<file path="config.mk">
export PLATFORM = sky130hd
export DESIGN_NAME = itof_pipe
export DESIGN_NICKNAME = d
export VERILOG_FILES = /design/src/rtl/itof_pkg.sv /design/src/rtl/lzc32.sv /design/src/rtl/itof_pipe.sv
export SDC_FILE = /design/constraint.sdc
export NUM_CORES = 1
export LEC_CHECK = 0
export ABC_AREA = 1
export ABC_CLOCK_PERIOD_IN_PS = 3800
export BUFFER_PORTS_ARGS = -buffer_cell sky130_fd_sc_hd__buf_2
export CORE_MARGIN = 2
export CORE_UTILIZATION = 60
export DETAILED_ROUTE_END_ITERATION = 10
export PLACE_DENSITY = 0.81
export RECOVER_POWER = 50
export SETUP_SLACK_MARGIN = 0.05
export SKIP_LAST_GASP = 1
export SLEW_MARGIN = 20
export SYNTH_ARGS = -nofsm -noshare
export SYNTH_HDL_FRONTEND = slang
export SYNTH_SLANG_ARGS = --single-unit
</file>
<file path="constraint.sdc">
create_clock -name clk -period 3.8 [get_ports clk]
set_input_delay 0.57 -clock clk [delete_from_list [all_inputs] [get_ports clk]]
set_output_delay 0.57 -clock clk [all_outputs]
set_load 0.01 [all_outputs]
</file>
<file path="src/rtl/itof_pkg.sv">
// itof_pkg: shared types and constants for the integer-to-float pipeline.
//   fp32_t   : IEEE-754 single-precision layout {sign, exp, man}
//   FP_BIAS  : exponent bias
//   FP_EXP_W : exponent field width
//   FP_MAN_W : mantissa field width
//   INT_W    : integer operand width
package itof_pkg;

    localparam int unsigned FP_BIAS  = 127;
    localparam int unsigned FP_EXP_W = 8;
    localparam int unsigned FP_MAN_W = 23;
    localparam int unsigned INT_W    = 32;

    typedef struct packed {
        logic                sign;
        logic [FP_EXP_W-1:0] exp;
        logic [FP_MAN_W-1:0] man;
    } fp32_t;

endpackage

</file>
<file path="src/rtl/lzc32.sv">
// lzc32: purely combinational 32-bit leading-zero counter.
// Five levels of binary search. Each level tests whether the upper half of the
// current window is all zero and keeps whichever half holds the leading one.
// Ports:
//   value [31:0] in  : operand
//   count [5:0]  out : number of leading zeros; 32 when value is zero
module lzc32 (
    input  logic [31:0] value,
    output logic [5:0]  count
);

    logic [4:0]  c;
    logic [15:0] w16;
    logic [7:0]  w8;
    logic [3:0]  w4;
    logic [1:0]  w2;

    always_comb begin
        c[4] = (value[31:16] == 16'h0);
        w16  = c[4] ? value[15:0] : value[31:16];
        c[3] = (w16[15:8] == 8'h0);
        w8   = c[3] ? w16[7:0] : w16[15:8];
        c[2] = (w8[7:4] == 4'h0);
        w4   = c[2] ? w8[3:0] : w8[7:4];
        c[1] = (w4[3:2] == 2'b00);
        w2   = c[1] ? w4[1:0] : w4[3:2];
        c[0] = ~w2[1];
        // The last window is empty only if every window was, i.e. value == 0.
        count = (w2 == 2'b00) ? 6'd32 : {1'b0, c};
    end

endmodule

</file>
<file path="src/rtl/itof_pipe.sv">
// itof_pipe: three-stage 32-bit integer to IEEE-754 single-precision converter,
// round-to-nearest-even, valid/ready on both sides with per-stage backpressure
// so bubbles collapse.
//   S1: sign / magnitude   S2: normalise   S3: round and pack
// Parameters:
//   IN_SIGNED : 1 = in_int is two's complement, 0 = unsigned
// Optional feature (macro ITOF_INEXACT_EN): adds out_inexact, registered with
// out_float under the same valid/hold rules.
// Ports:
//   clk, rst            : clock, synchronous active-high reset
//   in_valid/in_ready   : input handshake; in_ready is combinational from out_ready
//   in_int [31:0]       : integer operand
//   out_valid/out_ready : output handshake
//   out_float [31:0]    : {sign, exp[7:0], man[22:0]}
//   out_inexact         : result was rounded (ITOF_INEXACT_EN only)
module itof_pipe
    import itof_pkg::*;
#(
    parameter bit IN_SIGNED = 1'b1
) (
    input  logic             clk,
    input  logic             rst,
    input  logic             in_valid,
    output logic             in_ready,
    input  logic [INT_W-1:0] in_int,
    output logic             out_valid,
    input  logic             out_ready,
    output logic [31:0]      out_float
`ifdef ITOF_INEXACT_EN
    ,
    output logic             out_inexact
`endif
);

    // Exponent of a value whose leading one sits at bit INT_W-1.
    localparam logic [FP_EXP_W-1:0] EXP_TOP = FP_EXP_W'(FP_BIAS + INT_W - 1);

    logic v1_q, v2_q, v3_q;
    logic ld1, ld2, ld3;

    // A stage loads when empty or when its successor loads this cycle.
    assign ld3       = ~v3_q | out_ready;
    assign ld2       = ~v2_q | ld3;
    assign ld1       = ~v1_q | ld2;
    assign in_ready  = ld1;
    assign out_valid = v3_q;

    // ---------------- S1: sign / magnitude ----------------
    logic             s1_sign_d, s1_zero_d;
    logic [INT_W-1:0] s1_mag_d;
    logic             s1_sign_q, s1_zero_q;
    logic [INT_W-1:0] s1_mag_q;

    always_comb begin
        s1_sign_d = IN_SIGNED & in_int[INT_W-1];
        // Modulo 2^32 negate: -2^31 maps to 32'h8000_0000, correct as unsigned.
        s1_mag_d  = s1_sign_d ? (~in_int + 32'd1) : in_int;
        s1_zero_d = (in_int == '0);
    end

    always_ff @(posedge clk) begin
        if (rst) begin
            v1_q      <= 1'b0;
            s1_sign_q <= 1'b0;
            s1_zero_q <= 1'b0;
            s1_mag_q  <= '0;
        end else if (ld1) begin
            v1_q <= in_valid;
            if (in_valid) begin
                s1_sign_q <= s1_sign_d;
                s1_zero_q <= s1_zero_d;
                s1_mag_q  <= s1_mag_d;
            end
        end
    end

    // ---------------- S2: normalise ----------------
    logic [5:0]          lz;
    logic [INT_W-1:0]    s2_norm_d;
    logic [FP_EXP_W-1:0] s2_exp_d;
    logic                s2_sign_q, s2_zero_q;
    logic [INT_W-1:0]    s2_norm_q;
    logic [FP_EXP_W-1:0] s2_exp_q;

    lzc32 u_lzc (
        .value (s1_mag_q),
        .count (lz)
    );

    always_comb begin
        s2_norm_d = s1_mag_q << lz;
        s2_exp_d  = EXP_TOP - {2'b00, lz};
    end

    always_ff @(posedge clk) begin
        if (rst) begin
            v2_q      <= 1'b0;
            s2_sign_q <= 1'b0;
            s2_zero_q <= 1'b0;
            s2_norm_q <= '0;
            s2_exp_q  <= '0;
        end else if (ld2) begin
            v2_q <= v1_q;
            if (v1_q) begin
                s2_sign_q <= s1_sign_q;
                s2_zero_q <= s1_zero_q;
                s2_norm_q <= s2_norm_d;
                s2_exp_q  <= s2_exp_d;
            end
        end
    end

    // ---------------- S3: round and pack ----------------
    logic        rnd_g, rnd_s, rnd_l, rnd_inc;
    logic [24:0] m25;
    fp32_t       res_d;
    fp32_t       out_q;

    always_comb begin
        rnd_g   = s2_norm_q[7];
        rnd_s   = |s2_norm_q[6:0];
        rnd_l   = s2_norm_q[8];
        rnd_inc = rnd_g & (rnd_s | rnd_l);
        m25     = {1'b0, s2_norm_q[31:8]} + {24'h0, rnd_inc};
        res_d   = '0;
        if (!s2_zero_q) begin
            res_d.sign = s2_sign_q;
            if (m25[24]) begin
                // Carry out of the mantissa: value is an exact power of two.
                res_d.exp = s2_exp_q + 8'd1;
                res_d.man = '0;
            end else begin
                res_d.exp = s2_exp_q;
                res_d.man = m25[22:0];
            end
        end
    end

`ifdef ITOF_INEXACT_EN
    logic inexact_q;
    assign out_inexact = inexact_q;
`endif

    always_ff @(posedge clk) begin
        if (rst) begin
            v3_q      <= 1'b0;
            out_q     <= '0;
`ifdef ITOF_INEXACT_EN
            inexact_q <= 1'b0;
`endif
        end else if (ld3) begin
            v3_q <= v2_q;
            if (v2_q) begin
                out_q     <= res_d;
`ifdef ITOF_INEXACT_EN
                inexact_q <= rnd_g | rnd_s;
`endif
            end
        end
    end

    assign out_float = out_q;

endmodule

</file>
# [Yosys cells after proc, flatten, opt, wreduce, memory -nomap -nowiden]
# Cells that the tools add are included.
[totals] register_bits=111 inputBits=36 output_inout_bits=34 elab_cells=46
[classes] addsub=4 shifts=1 muxes=8 bitwise_logic=10 reduce_logical=10
[op_table] cell="32-bit 2-to-1 mux" count=2
[op_table] cell="32-bit by 1-bit adder with 32-bit output, second input constant" count=1
[op_table] cell="32-bit zero test" count=1
[op_table] cell="32-bit NOT" count=1
[op_table] cell="32-bit by 6-bit left shift with 32-bit output" count=1
[op_table] cell="31-bit 2-to-1 mux" count=1
[op_table] cell="24-bit by 1-bit adder with 25-bit output" count=1
[op_table] cell="16-bit zero test" count=1
[op_table] cell="16-bit 2-to-1 mux" count=1
[op_table] cell="8-bit by 1-bit adder with 8-bit output, second input constant" count=1
[op_table] cell="8-bit zero test" count=1
[op_table] cell="8-bit 2-to-1 mux" count=1
[op_table] cell="8-bit by 6-bit subtractor with 8-bit output, first input constant" count=1
[op_table] cell="7-bit OR reduction" count=1
[op_table] cell="6-bit 2-to-1 mux" count=1
[op_table] cell="2-bit AND reduction" count=3
[op_table] cell="2-bit zero test" count=2
[op_table] cell="4-bit zero test" count=1
[op_table] cell="4-bit 2-to-1 mux" count=1
[op_table] cell="1-bit NOT" count=4
[op_table] cell="1-bit OR" count=4
[op_table] cell="2-bit 2-to-1 mux" count=1
[op_table] cell="1-bit AND" count=1

# [Longest topological paths before layout]
[logic_depth] ltp_word=11 ltp_mapped=31 mapped_depth_nobuf=29

# [By module]
# Synthesis repeated with hierarchy kept, for this count alone.
[unflattened] cells_unflattened=1325 hier_area_um2=8010.2
[modules_own_cells] mod="itof_pipe" instances=1 cells_per_inst=1208 area_per_inst_um2=7438.4 seq_area_each_um2=2222.1
[modules_own_cells] mod="lzc32" instances=1 cells_per_inst=117 area_per_inst_um2=571.8 seq_area_each_um2=0.0

# [Least setup slack after synthesis]
# OpenSTA, ideal clock, no wires.
[synth_path] path_kind="in2reg" start="in in_int[0]" end="reg s1_mag_q[26]" setup_ps=115 arrival_time_ps=2963 t_required_ps=3685 setup_slack_ps=722 path_stages=15 n_path_buf=0 cell_sequence="inv_1 -> ha_1 -> inv_1 -> nor3_1 -> inv_1 -> nor2_1 -> inv_1 -> nor4_1 -> nand2_1 -> or4_1 -> nor4_1 -> a21oi_1 -> xor2_1 -> o21ai_0 -> inv_1"
[synth_between] elab_chain_len=3
[synth_lines] item="start: declaration" line_no="itof_pipe.sv:25" rtl="input logic [INT_W-1:0] in_int,"
[synth_lines] item="32-bit NOT" line_no="itof_pipe.sv:57" rtl="s1_mag_d = s1_sign_d ? (~in_int + 32'd1) : in_int;"
[synth_lines] item="32-bit by 1-bit adder with 32-bit output" line_no="itof_pipe.sv:57"
[synth_lines] item="32-bit 2-to-1 mux" line_no="itof_pipe.sv:57"
[synth_lines] item="end signal: assignment" line_no="itof_pipe.sv:72" rtl="s1_mag_q <= s1_mag_d;"
[synth_lines] item="end: declaration" line_no="itof_pipe.sv:52" rtl="logic [INT_W-1:0] s1_mag_q;"
# Every way passes these cells.
# A chain may end at the register's enable or synchronous reset.

# [Worst setup path after layout]
[layout_path] start="reg s1_mag_q[29]" end="reg s2_norm_q[30]"
[layout_between] elab_chain_len=11 elab_cells_between_ends=12 cone_classes="shift (1); mux (5); bitwise (1); reduce/logical (5)"
[layout_lines] item="16-bit zero test" line_no="lzc32.sv:19" rtl="c[4] = (value[31:16] == 16'h0);"
[layout_lines] item="16-bit 2-to-1 mux" line_no="lzc32.sv:20" rtl="w16 = c[4] ? value[15:0] : value[31:16];"
[layout_lines] item="8-bit zero test" line_no="lzc32.sv:21" rtl="c[3] = (w16[15:8] == 8'h0);"
[layout_lines] item="8-bit 2-to-1 mux" line_no="lzc32.sv:22" rtl="w8 = c[3] ? w16[7:0] : w16[15:8];"
[layout_lines] item="4-bit zero test" line_no="lzc32.sv:23" rtl="c[2] = (w8[7:4] == 4'h0);"
[layout_lines] item="4-bit 2-to-1 mux" line_no="lzc32.sv:24" rtl="w4 = c[2] ? w8[3:0] : w8[7:4];"
[layout_lines] item="2-bit zero test" line_no="lzc32.sv:25" rtl="c[1] = (w4[3:2] == 2'b00);"
[layout_lines] item="2-bit 2-to-1 mux" line_no="lzc32.sv:26" rtl="w2 = c[1] ? w4[1:0] : w4[3:2];"
[layout_lines] item="2-bit zero test / 1-bit NOT (equally long branches)" line_no="lzc32.sv:29, lzc32.sv:27"
[layout_lines] item="6-bit 2-to-1 mux" line_no="lzc32.sv:29" rtl="count = (w2 == 2'b00) ? 6'd32 : {1'b0, c};"
[layout_lines] item="32-bit by 6-bit left shift with 32-bit output (*)" line_no="itof_pipe.sv:91" rtl="s2_norm_d = s1_mag_q << lz;"
[layout_lines] item="end signal: assignment" line_no="itof_pipe.sv:107" rtl="s2_norm_q <= s2_norm_d;"
[layout_lines] item="end: declaration" line_no="itof_pipe.sv:82" rtl="logic [INT_W-1:0] s2_norm_q;"
# Every way passes the cells marked *; elsewhere a longest branch is shown, timed or not.

==> impl_metrics.ini <==
[floorplan]
die_h_um = 114
pin_count = 70
core_mm2 = 0.0119
num_rows = 40
fp.dieArea_mm2 = 0.0130
start_util_pct = 60.8
die_w_um = 114

[setup_path]
end_kind = flop
cp_data_arrival_time_ns = 3.78
critPathRequiredTime_ns = 4.07
path_class = flop to flop
start_kind = flop
cp_max_fo = 31

[finish]
diodes = 0
fillers = 1177
drive_gt1_share_pct = 7.70
multi_input_area_mm2 = 0.00430
layout_common_cells = 324 x nand2_1, 203 x nand3_1, 111 x dfxtp_1
final_cell_area_mm2 = 0.00797
fin_nets = 1270
mostFrequentLayoutCell = nand2_1
final_cells = 1381
seq_area_mm2 = 0.00222
syn_to_final_growth_pct = 10.1

[synth]
ys_top_cells_by_area = dfxtp_1 31%, nand2_1 17%, nand3_1 14%
synth_nets = 1228
synthCells = 1188
seq_area_frac_synth_pct = 30.7
syn_area_per_cell_um2 = 6.10
synth_cell_type_count = 40
yosys_warnings = 0
synth_top_area_cell = dfxtp_1
synth_area_mm2 = 0.00724
synth_top_area_share_pct = 30.7
ys_ff_latch = 111

[sta]
worst_pin_slew_ns = 1.68
fmax_mhz = 285
fin_crit_sh_pct = 92.4
timing.final.crit_period_ns = 3.51
fin_worst_skew_ns = 0.0112
finalHoldWorstSlack_ns = 0.463
fin_setup_tns_ns = 0
rsz0062_at_grt = no
hold_viol_final = 0
drv_slew = 112
setup_viol = 0
relSlewSlack_pct = -12.2

[drt]
vias = 8034
ant_nets = 0
wl_mm = 21.4
drc = 0
wire_per_inst_um = 15.5
viasPerCell = 5.82
firstDrtPassIters = 6
drt_iter0_drc = 835

[power_and_ir_drop]
power.total_mw = 3.92
powerDensity_mw_per_mm2 = 492
netSwitchingPower_mw = 1.64
switching_share_pct = 41.9
pwr-share-seq_pct = 33.6
p_int_mw = 2.28
comb_power_share_pct = 41.9
power.leakage_nw = 3.55
peakVddDrop_uv = 204
pwr-share-clk_pct = 24.5

[worst_hold_path]
hp-class = flop to flop

[clock_network]
cts_tree = yes
numCtsBuffers = 9
cts_sinks = 111
htree_levels = 3
cts_root_buffer = clkbuf_16
clkLatencyLatePin_ns = 0.37
clkSlewWorstSetupHoldPaths_ns = 0.07
clockBufferDepth = 2
cts_setup_buffers = 0

[global_route]
grt_max_degree = 74
grt_usage_pct = 33.7
grt_pass1_vias = 7120
grt_pass1_wl_mm = 35.0
antenna_found_initial = 0
grt_overflow = 0

[flow_run]
maxCapViolCount = 2

[placement]
portBuffers = 69
dpl.cell_count = 1365
dp_hpwl_mm = 16.0
placed_cell_area_mm2 = 0.00769
place.gp.congestion = 0.972

[outcome]
status = finished with violations
failed_checks = max-capacitance violations, max-slew violations
[cell type report]
cell class                 count  share of cell area (%)
multi-input combinational    898                    54.0
clock buffer                   9                    2.83
inverter                     118                    5.59
clock inverter                 6                   0.832
timing repair buffer          92                    6.58
sequential                   111                    27.9
tap                          147                    2.31
[sequential cells by signal (all words and copies together) (netlist names)]
register / count
v1_q: 1
s1_mag_q: 32
s1_sign_q: 1
s2_zero_q: 1
s1_zero_q: 1
s2_norm_q: 32
v2_q: 1
out_valid: 1
out_float: 32
s2_exp_q: 8
s2_sign_q: 1
[cell usage after synthesis]
| master | count |
|---|---|
| nand2_4 | 1 |
| nor4_1 | 9 |
| buf_2 | 21 |
| nand3_1 | 203 |
| nor2_4 | 4 |
| a21boi_0 | 1 |
| nand2_1 | 324 |
| o41ai_1 | 1 |
| clkbuf_1 | 34 |
| o211ai_1 | 5 |
| o221ai_1 | 9 |
| a2bb2oi_1 | 1 |
| nand4_1 | 12 |
| nor3_1 | 18 |
| o21ai_1 | 6 |
| a21oi_4 | 1 |
| a31oi_1 | 4 |
| ha_1 | 4 |
| xnor2_1 | 10 |
| o211ai_2 | 1 |
| buf_1 | 1 |
| dfxtp_1 | 111 |
| nand3_2 | 1 |
| buf_6 | 3 |
| o21a_1 | 1 |
| nor2_2 | 2 |
| clkinv_1 | 3 |
| buf_4 | 2 |
| or2_2 | 3 |
| a21oi_1 | 100 |
| nor2_1 | 89 |
| nand2_2 | 4 |
| o21ai_0 | 57 |
| a22oi_1 | 2 |
| xor2_1 | 20 |
| inv_1 | 109 |
| nand3b_1 | 2 |
| or4_1 | 2 |
| and2_1 | 1 |
| inv_2 | 6 |
[worst paths after layout]
kind                            cells after the start       endpoint  slack [ns]     startpoint
worst min register to register                      2  out_float[28]        0.46  out_float[28]
worst min-delay path                                2  out_float[28]        0.46  out_float[28]
worst max-delay path                               21  s2_norm_q[30]        0.29   s1_mag_q[29]
worst max register to register                     21  s2_norm_q[30]        0.29   s1_mag_q[29]
[stage by stage]
stage               worst slack (ns)  utilization [%]
floorplan                      0.722                -
global placement               0.314             64.6
detailed placement             0.266             64.6
CTS                            0.242             67.0
global route                  0.0149             66.9
finish                         0.289             66.9
[power by group through the flow]
stage	registers [mW]	logic, mW	clock network (mW)
2_1_floorplan	1.32	1.16	0
3_3_place_gp	1.34	1.57	0
3_5_place_dp	1.34	1.56	0
4_1_cts	1.32	1.57	0.968
5_1_grt	1.33	1.82	1.01
6_report	1.32	1.64	0.962
[layer usage]
metal  vias up  GRT usage [%]  part of all wire (%)
met2       321           52.3                    44
met5         -              0                     0
met1      3640           46.3                    44
met4         0           14.9                   3.7
li1       4006              -                     -
met3        67           5.37                   8.1
[kinds of logic after synthesis]
kind of cell | after synthesis | share of synthesized area (%)
xor+xnor | 30 | 3.63
compound gates | 189 | 14.3
simple gates | 675 | 40.7
flops | 111 | 30.7
buf+inv | 179 | 10.1
fa+ha+maj | 4 | 0.691
[critical path, cell delays in order (launching register included)]
cell and delay [ns]:
dfxtp_1 0.33, nor2_1 0.17, nand2_1 0.12, nor2_4 0.24, nand3_1 0.12, nand2_1 0.11, nand2_1 0.06, nor2_2 0.18
nand3_1 0.11, nand2_1 0.15, nor2_4 0.07, nand3_1 0.07, nand2_1 0.12, o211ai_2 0.23, buf_4 0.37, nand3_1 0.24
nand3_1 0.19, nand3_1 0.20, nand3_1 0.14, nand3_1 0.08, nand2_1 0.07, inv_1 0.04
[timing repair]
item                                    CTS  global route
gates resized for setup                   0             9
endpoints found under the setup margin    0            25
hold buffers                              0             0
Power figures use the tool's default switching activity.
